<file path="src/rtl/result_uart_dumper.sv">
// Streams LENGTH bytes from data memory out of an 8N1 UART after a matrix run.
// busy/done are registered, so done arrives the cycle after FIN, as busy falls.
module result_uart_dumper #(
  parameter int CLKS_PER_BIT = 434,
  parameter int READ_LATENCY = 1
) (
  input  logic        clock,
  input  logic        rst,
  input  logic        start,
  input  logic [15:0] base_addr,
  input  logic [15:0] length,
  output logic [15:0] mem_addr,
  input  logic [7:0]  mem_q,
  output logic        tx,
  output logic        busy,
  output logic        done,
  output logic [15:0] byte_cnt
);

  localparam int BAUD_W = (CLKS_PER_BIT > 1) ? $clog2(CLKS_PER_BIT) : 1;

  typedef enum logic [2:0] {
    S_IDLE, S_FETCH, S_WAIT, S_START, S_DATA, S_STOP, S_FIN
  } state_t;

  state_t              r_state;
  state_t              w_state_next;
  logic [BAUD_W-1:0]   r_baud;
  logic [1:0]          r_lat;
  logic [2:0]          r_bit;
  logic [7:0]          r_shift;
  logic [15:0]         r_length;
  logic [15:0]         r_mem_addr;
  logic [15:0]         r_byte_cnt;
  logic                r_busy;
  logic                r_done;

  logic w_accept;
  logic w_baud_last;
  logic w_lat_done;
  logic w_last_byte;
  logic w_serial;

  // A start landing on the done cycle is dropped; the host must re-pulse.
  assign w_accept    = (r_state == S_IDLE) && start && !r_done;
  assign w_baud_last = (r_baud == BAUD_W'(CLKS_PER_BIT - 1));
  assign w_lat_done  = (r_lat == 2'(READ_LATENCY));
  assign w_last_byte = ((r_byte_cnt + 16'd1) == r_length);
  assign w_serial    = (r_state == S_START) || (r_state == S_DATA) || (r_state == S_STOP);

  always_ff @(posedge clock or posedge rst) begin
    if (rst) r_state <= S_IDLE;
    else     r_state <= w_state_next;
  end

  always_comb begin
    // NOTE: default first so every path assigns w_state_next and no latch is inferred.
    w_state_next = r_state;
    case (r_state)
      S_IDLE:  if (w_accept) w_state_next = (length == 16'd0) ? S_FIN : S_FETCH;
      S_FETCH: w_state_next = S_WAIT;
      S_WAIT:  if (w_lat_done) w_state_next = S_START;
      S_START: if (w_baud_last) w_state_next = S_DATA;
      S_DATA:  if (w_baud_last && (r_bit == 3'd7)) w_state_next = S_STOP;
      S_STOP:  if (w_baud_last) w_state_next = w_last_byte ? S_FIN : S_FETCH;
      S_FIN:   w_state_next = S_IDLE;
      default: w_state_next = S_IDLE;
    endcase
  end

  // NOTE: sequential state uses non-blocking assignments so all registers update together.
  always_ff @(posedge clock or posedge rst) begin
    if (rst) begin
      r_baud     <= '0;
      r_lat      <= '0;
      r_bit      <= '0;
      r_shift    <= '0;
      r_length   <= '0;
      r_mem_addr <= '0;
      r_byte_cnt <= '0;
      r_busy     <= 1'b0;
      r_done     <= 1'b0;
    end else begin
      r_done <= 1'b0;
      r_baud <= (w_serial && !w_baud_last) ? r_baud + 1'b1 : '0;
      case (r_state)
        S_IDLE: begin
          if (w_accept) begin
            r_length   <= length;
            r_byte_cnt <= '0;
            r_busy     <= 1'b1;
            if (length != 16'd0) r_mem_addr <= base_addr;
          end
        end
        S_FETCH: r_lat <= '0;
        S_WAIT: begin
          // The extra WAIT cycle past READ_LATENCY gives the READ_LATENCY+2 inter-frame gap.
          if (w_lat_done) r_shift <= mem_q;
          else            r_lat   <= r_lat + 2'd1;
        end
        S_START: if (w_baud_last) r_bit <= '0;
        S_DATA: begin
          if (w_baud_last) begin
            r_shift <= r_shift >> 1;
            r_bit   <= r_bit + 3'd1;
          end
        end
        S_STOP: begin
          if (w_baud_last) begin
            r_byte_cnt <= r_byte_cnt + 16'd1;
            if (!w_last_byte) r_mem_addr <= r_mem_addr + 16'd1;
          end
        end
        S_FIN: begin
          r_busy <= 1'b0;
          r_done <= 1'b1;
        end
        default: ;
      endcase
    end
  end

  // tx decodes straight from reset-cleared registers, so reset forces it high at once.
  assign tx       = (r_state == S_START) ? 1'b0 :
                    (r_state == S_DATA)  ? r_shift[0] : 1'b1;
  assign mem_addr = r_mem_addr;
  assign busy     = r_busy;
  assign done     = r_done;
  assign byte_cnt = r_byte_cnt;

endmodule
</file>
<file path="config.mk">
export PLATFORM = sky130hd
export DESIGN_NAME = result_uart_dumper
export DESIGN_NICKNAME = d
export VERILOG_FILES = /design/src/rtl/result_uart_dumper.sv
export SDC_FILE = /design/constraint.sdc
export NUM_CORES = 1
export LEC_CHECK = 0
export ABC_AREA = 1
export CAP_MARGIN = 10
export CORE_UTILIZATION = 54
export CTS_CLUSTER_DIAMETER = 50
export CTS_CLUSTER_SIZE = 25
export DETAILED_ROUTE_END_ITERATION = 12
export PLACE_DENSITY = 0.91
export SLEW_MARGIN = 20
export SYNTH_ARGS = -nofsm -noshare
export SYNTH_HDL_FRONTEND = slang
export SYNTH_SLANG_ARGS = --single-unit
</file>
<file path="constraint.sdc">
create_clock -name clock -period 2.45 [get_ports clock]
set_input_delay 0.3675 -clock clock [delete_from_list [all_inputs] [get_ports clock]]
set_output_delay 0.3675 -clock clock [all_outputs]
set_load 0.03 [all_outputs]
</file>
# Word-level counts from Yosys, hierarchy flattened
# Cells that the tools add are included.
# word_totals
reg_bits,75
latchBits,0
mem_bits_rw,0
romBits,0
out_inout_bits,35
mem_count,0
# op_classes
add_sub_neg,5
mul,0
n_div,0
order_cmp,0
n_eq_ne,19
n_shift,0
mux,30
bitwise_logic,0
n_reduce_logical,24
# ops
op,count
two-way mux 16 bit,6
case mux 16 bit (2 select lines),2
"adder 16 x 1 -> 16 bit, second input constant",2
two-way mux 3 bit,9
case mux 3 bit (6 select lines),1
== test 16 bit,1
zero test 16 bit,1
two-way mux 8 bit,2
"!= test 2 bit, second input constant",8
case mux 8 bit (2 select lines),1
nonzero test 16 bit,1
"== test 3 bit, second input constant",4
AND reduction 5 bit,2
nonzero test 2 bit,5
"adder 9 x 1 -> 9 bit, second input constant",1
"== test 9 bit, second input constant",1
two-way mux 9 bit,1
AND reduction 3 bit,3
"== test 3 x 2 -> 1 bit, second input constant",2
case mux 3 bit (2 select lines),1
AND reduction 2 bit,3
logical AND 1 bit,4
two-way mux 1 bit,4
case mux 2 bit (2 select lines),1
other kinds (10),12

# Longest topological paths before layout
# logic_depth
word_depth,5
depth_mapped,15
mapped_depth_nobuf,15

# Worst setup path before layout
# No wires, ideal clock.
# synth_timing
path_type,register -> register
start,register r_byte_cnt[0] (netlist: byte_cnt[0])
end,register r_mem_addr[5] (netlist: mem_addr[5])
setup_time_ps,118
arrival_ps,2139
required_ps,2332
setup_slack_ps,193
path_stages_with_launch,14
path_buffers,1
period_less_slack_ps,2257
cell_sequence,dfrtp_1 -> ha_1 -> nand2_1 -> nor2_4 -> nand2_1 -> nand2_1 -> nand3_1 -> nand2_1 -> nand3_1 -> nor2_1 -> nand4_4 -> buf_2 -> nand3_1 -> nand2_1
# synth_via
elab_chain_len,4
# synth_rtl
element,line,rtl
from (decl),34,logic [15:0] r_byte_cnt;
from (signal assigned),110,r_byte_cnt <= r_byte_cnt + 16'd1;
adder 16 x 1 -> 16 bit,48,assign w_last_byte = ((r_byte_cnt + 16'd1) == r_length);
== test 16 bit,48,
!= test 2 bit (no source line),n/a,
AND reduction 5 bit (no source line),n/a,
to (signal assigned),92,if (length != 16'd0) r_mem_addr <= base_addr;
to (signal assigned),111,if (!w_last_byte) r_mem_addr <= r_mem_addr + 16'd1;
to (decl),33,logic [15:0] r_mem_addr;
# Every way passes these cells.
# A chain may end at the register's enable or synchronous reset.

# Final worst setup path
# layout_timing
start,register r_state[1]
end,output tx
# layout_via
elab_chain_len,3
# layout_rtl
element,line,rtl
from (decl),26,state_t r_state;
from (signal assigned),53,else r_state <= w_state_next;
== test 3 bit,125,(r_state == S_DATA) ? r_shift[0] : 1'b1;
two-way mux 1 bit,125,
two-way mux 1 bit (*),124,assign tx = (r_state == S_START) ? 1'b0 :
to (decl),14,"output logic tx,"
# Every way passes the cells marked *; elsewhere a longest branch is shown, timed or not.

==> impl_metrics.toml <==
[die]
fp.coreArea_sq_um = 8180
initial_core_util_pct = 55.3
die_y_um = 93.5
rows = 33
die_area_sq_um = 8750
io_pins = 78
die_w_um = 93.5

[synth]
yosysSeqAreaShare_pct = 41.5
netlist.top_cell.by_area = "dfrtp_1"
synthCells = 599
yosysTopAreaCellShare_pct = 41.5
synth-edff-count = 0
synth_area_per_cell_sq_um = 7.55
async_reset_ff_share_pct = 100
syn_nets = 649
ys.flop_type = "dfrtp_1"
yosys_warnings = 0
synth_top_cells_by_area = "dfrtp_1 41%, nand2_1 13%, nand3_1 7.5%, inv_1 5.2%, o21ai_0 3.9%"
ys_types = 44
synth_commonest_cells = "161 x nand2_1, 75 x dfrtp_1, 68 x nand3_1, 63 x inv_1, 43 x nor2_1"
synth-seq-cells = 75
synth_area_sq_um = 4520
synth_most_common_cell = "nand2_1"

[status]
status = "finished with violations"
violations = "design-rule violations"

[routing]
firstDrtPassIters = 8
first_iter_violations = 372
wirelength_um = 11800
post_drt_wl_per_cell_um = 14.9
vias = 4539
vias_per_cell = 5.72
drcViolationCount = 1
antenna_left = 0

[timing]
worstMarginPinSlew_ps = 434
slew_violations = 0
setup_viol = 0
fmax_mhz = 424
relSlewSlack_pct = 70.9
post-route-period-util_pct = 96.4
fin_crit_ps = 2360
rsz0062_at_grt = "false"
skew_ps = 10.8
fin_setup_tns_ps = 0
holdWs_ps = 414
timing.final.ws_setup_ps = 88.7
hold_viol = 0

[power_and_ir_drop]
p_int_uw = 1910
p_sw_share_pct = 21.1
power_density_nw_per_um2 = 426
switchingPower_uw = 511
peakVddDrop_mv = 0.369
p_seq_share_pct = 51.5
clockPowerShare_pct = 43.3
leakage_uw = 0.00273
pwr-share-comb_pct = 5.2

[global_route]
grt_pass1_wl_um = 19200
grt_max_degree = 76
antenna_found_initial = 0
grtUsageTotal_pct = 28.1
grt_pass1_vias = 4332
overflow = 0

[setup_path]
reg2reg_slack_ps = 160
cpPeakStageDelay_ps = 690
path_class = "flop to output pin"
crit_required_ps = 2080
cp_cell_sequence = "buf_4 > nand2_1 > nor2_1 > a21oi_1 > clkdlybuf4s50_1"
start_kind = "flop"
arrival_ps = 1990
startpoint = "r_state[1]"
crit_path_max_fanout = 6
r2r-start = "byte_cnt[0]"
cp-end-kind = "output pin"
r2r_cells = 13
critPathSlowestCell = "clkdlybuf4s50_1"

[cells_and_area]
fin_util_pct = 69.4
final_cells = 794
num_antenna_cells = 0
nFillCells = 608
fin_nets = 735
drive_gt1_share_pct = 11.5
syn_to_final_growth_pct = 25.4

[placed_design]
gp_congestion = 0.913
dp_slack_ps = 120
hpwlAfterDp_um = 8610
dpl.cell_count = 778
io_buffers = 77

[cts]
clockBufferDepth = 2
numCtsBuffers = 9
cts_tree = "done"
path_clk_slew_ps = 80
cts_root_buf = "clkbuf_8"
cts-hold-fix-buffers = 0
clkSinkCount = 75
clk_latency_ps = 360
htreeDepth = 3

[run]
maxCapViolCount = 0

[worst_hold_path]
hp-class = "input pin to async pin"
## metrics by stage
stage,power (uW),cell area (sq um)
final,2420,5670
after global routing,2500,5670
after CTS,2430,5660
after detailed placement,1400,5440
after global placement,1390,5440
after floorplan,1310,4520
## timing repair
action	CTS	global route
buffers inserted	0	0
endpoints found under the setup margin	0	17
resized for setup	0	6
## power groups by stage
stage	combinational (uW)	sequential [uW]	clock (uW)
final	125	1250	1050
after CTS	127	1250	1060
after global placement	123	1270	0
after global routing	136	1250	1120
after detailed placement	126	1270	0
after floorplan	36.4	1270	0
## cell families (layout without fill, tap and decap cells)
group,Yosys count,count (layout),share of synthesized area (%)
and+or+nand+nor,337,338,35.4
muxes,6,6,1.49
DFF,75,75,41.5
buffers and inverters,86,175,7.75
AOI/OAI and AO/OA,77,77,9.54
adders and majority gates,7,7,1.94
xor gates and xnor gates,11,11,2.43
## registers in the layout (all words and copies together) (netlist names), 2 cells and up
| name | flops |
|---|---|
| byte_cnt | 16 |
| mem_addr | 16 |
| r_baud | 9 |
| r_bit | 3 |
| r_lat | 2 |
| r_length | 16 |
| r_shift | 8 |
| r_state | 3 |
## area by class of cell
| class | instances | area [sq um] | share of cell area [%] |
|---|---|---|---|
| flip-flops and latches | 75 | 1880 | 33.1 |
| repair buffers | 88 | 866 | 15.3 |
| clock inverters | 5 | 77.6 | 1.37 |
| well taps | 105 | 131 | 2.32 |
| clock buffers | 10 | 138 | 2.43 |
| multi-input cells | 439 | 2310 | 40.7 |
| inverters | 72 | 270 | 4.76 |
## cells in the final DEF (no fill, tap or decap), drive strengths merged, types with 7 or more instances in the layout
cell type,synthesis,routed
inv,70,70
clkdlybuf4s50,0,77
nor3,10,10
clkbuf,8,10
o21ai,38,38
a21oi,20,20
buf,6,11
o211ai,7,7
nand2,174,174
dfrtp,75,75
ha,7,7
nand3,69,69
nor2,56,57
nand4,13,13
## path summary, 6_finish.rpt
check,to
worst max-delay path,tx
worst min-delay path,r_baud[1]
worst max register to register,mem_addr[14]
worst min register to register,r_baud[0]
max in group asynchronous,byte_cnt[1]
min in group clock,r_baud[0]
## routing by layer
metal / part of all wire [%] / global-route usage (%) / vias up / routed length (um)
met2: 52 / 50.6 / 226 / 6160
li1: - / - / 2139 / -
met1: 39 / 32.6 / 2133 / 4560
met5: 0 / 0 / - / 0
met4: 2.9 / 11.4 / 0 / 340
met3: 6.4 / 5.53 / 41 / 758
## worst max-delay path, delay by kind of cell (launching register included)
kind | cells | cell delay (ps)
AO/OA/AOI/OAI | 1 | 140
buffers and inverters | 2 | 870
flip-flops | 1 | 420
AND/OR/NAND/NOR | 2 | 210
(Power assumes the default switching activity.)
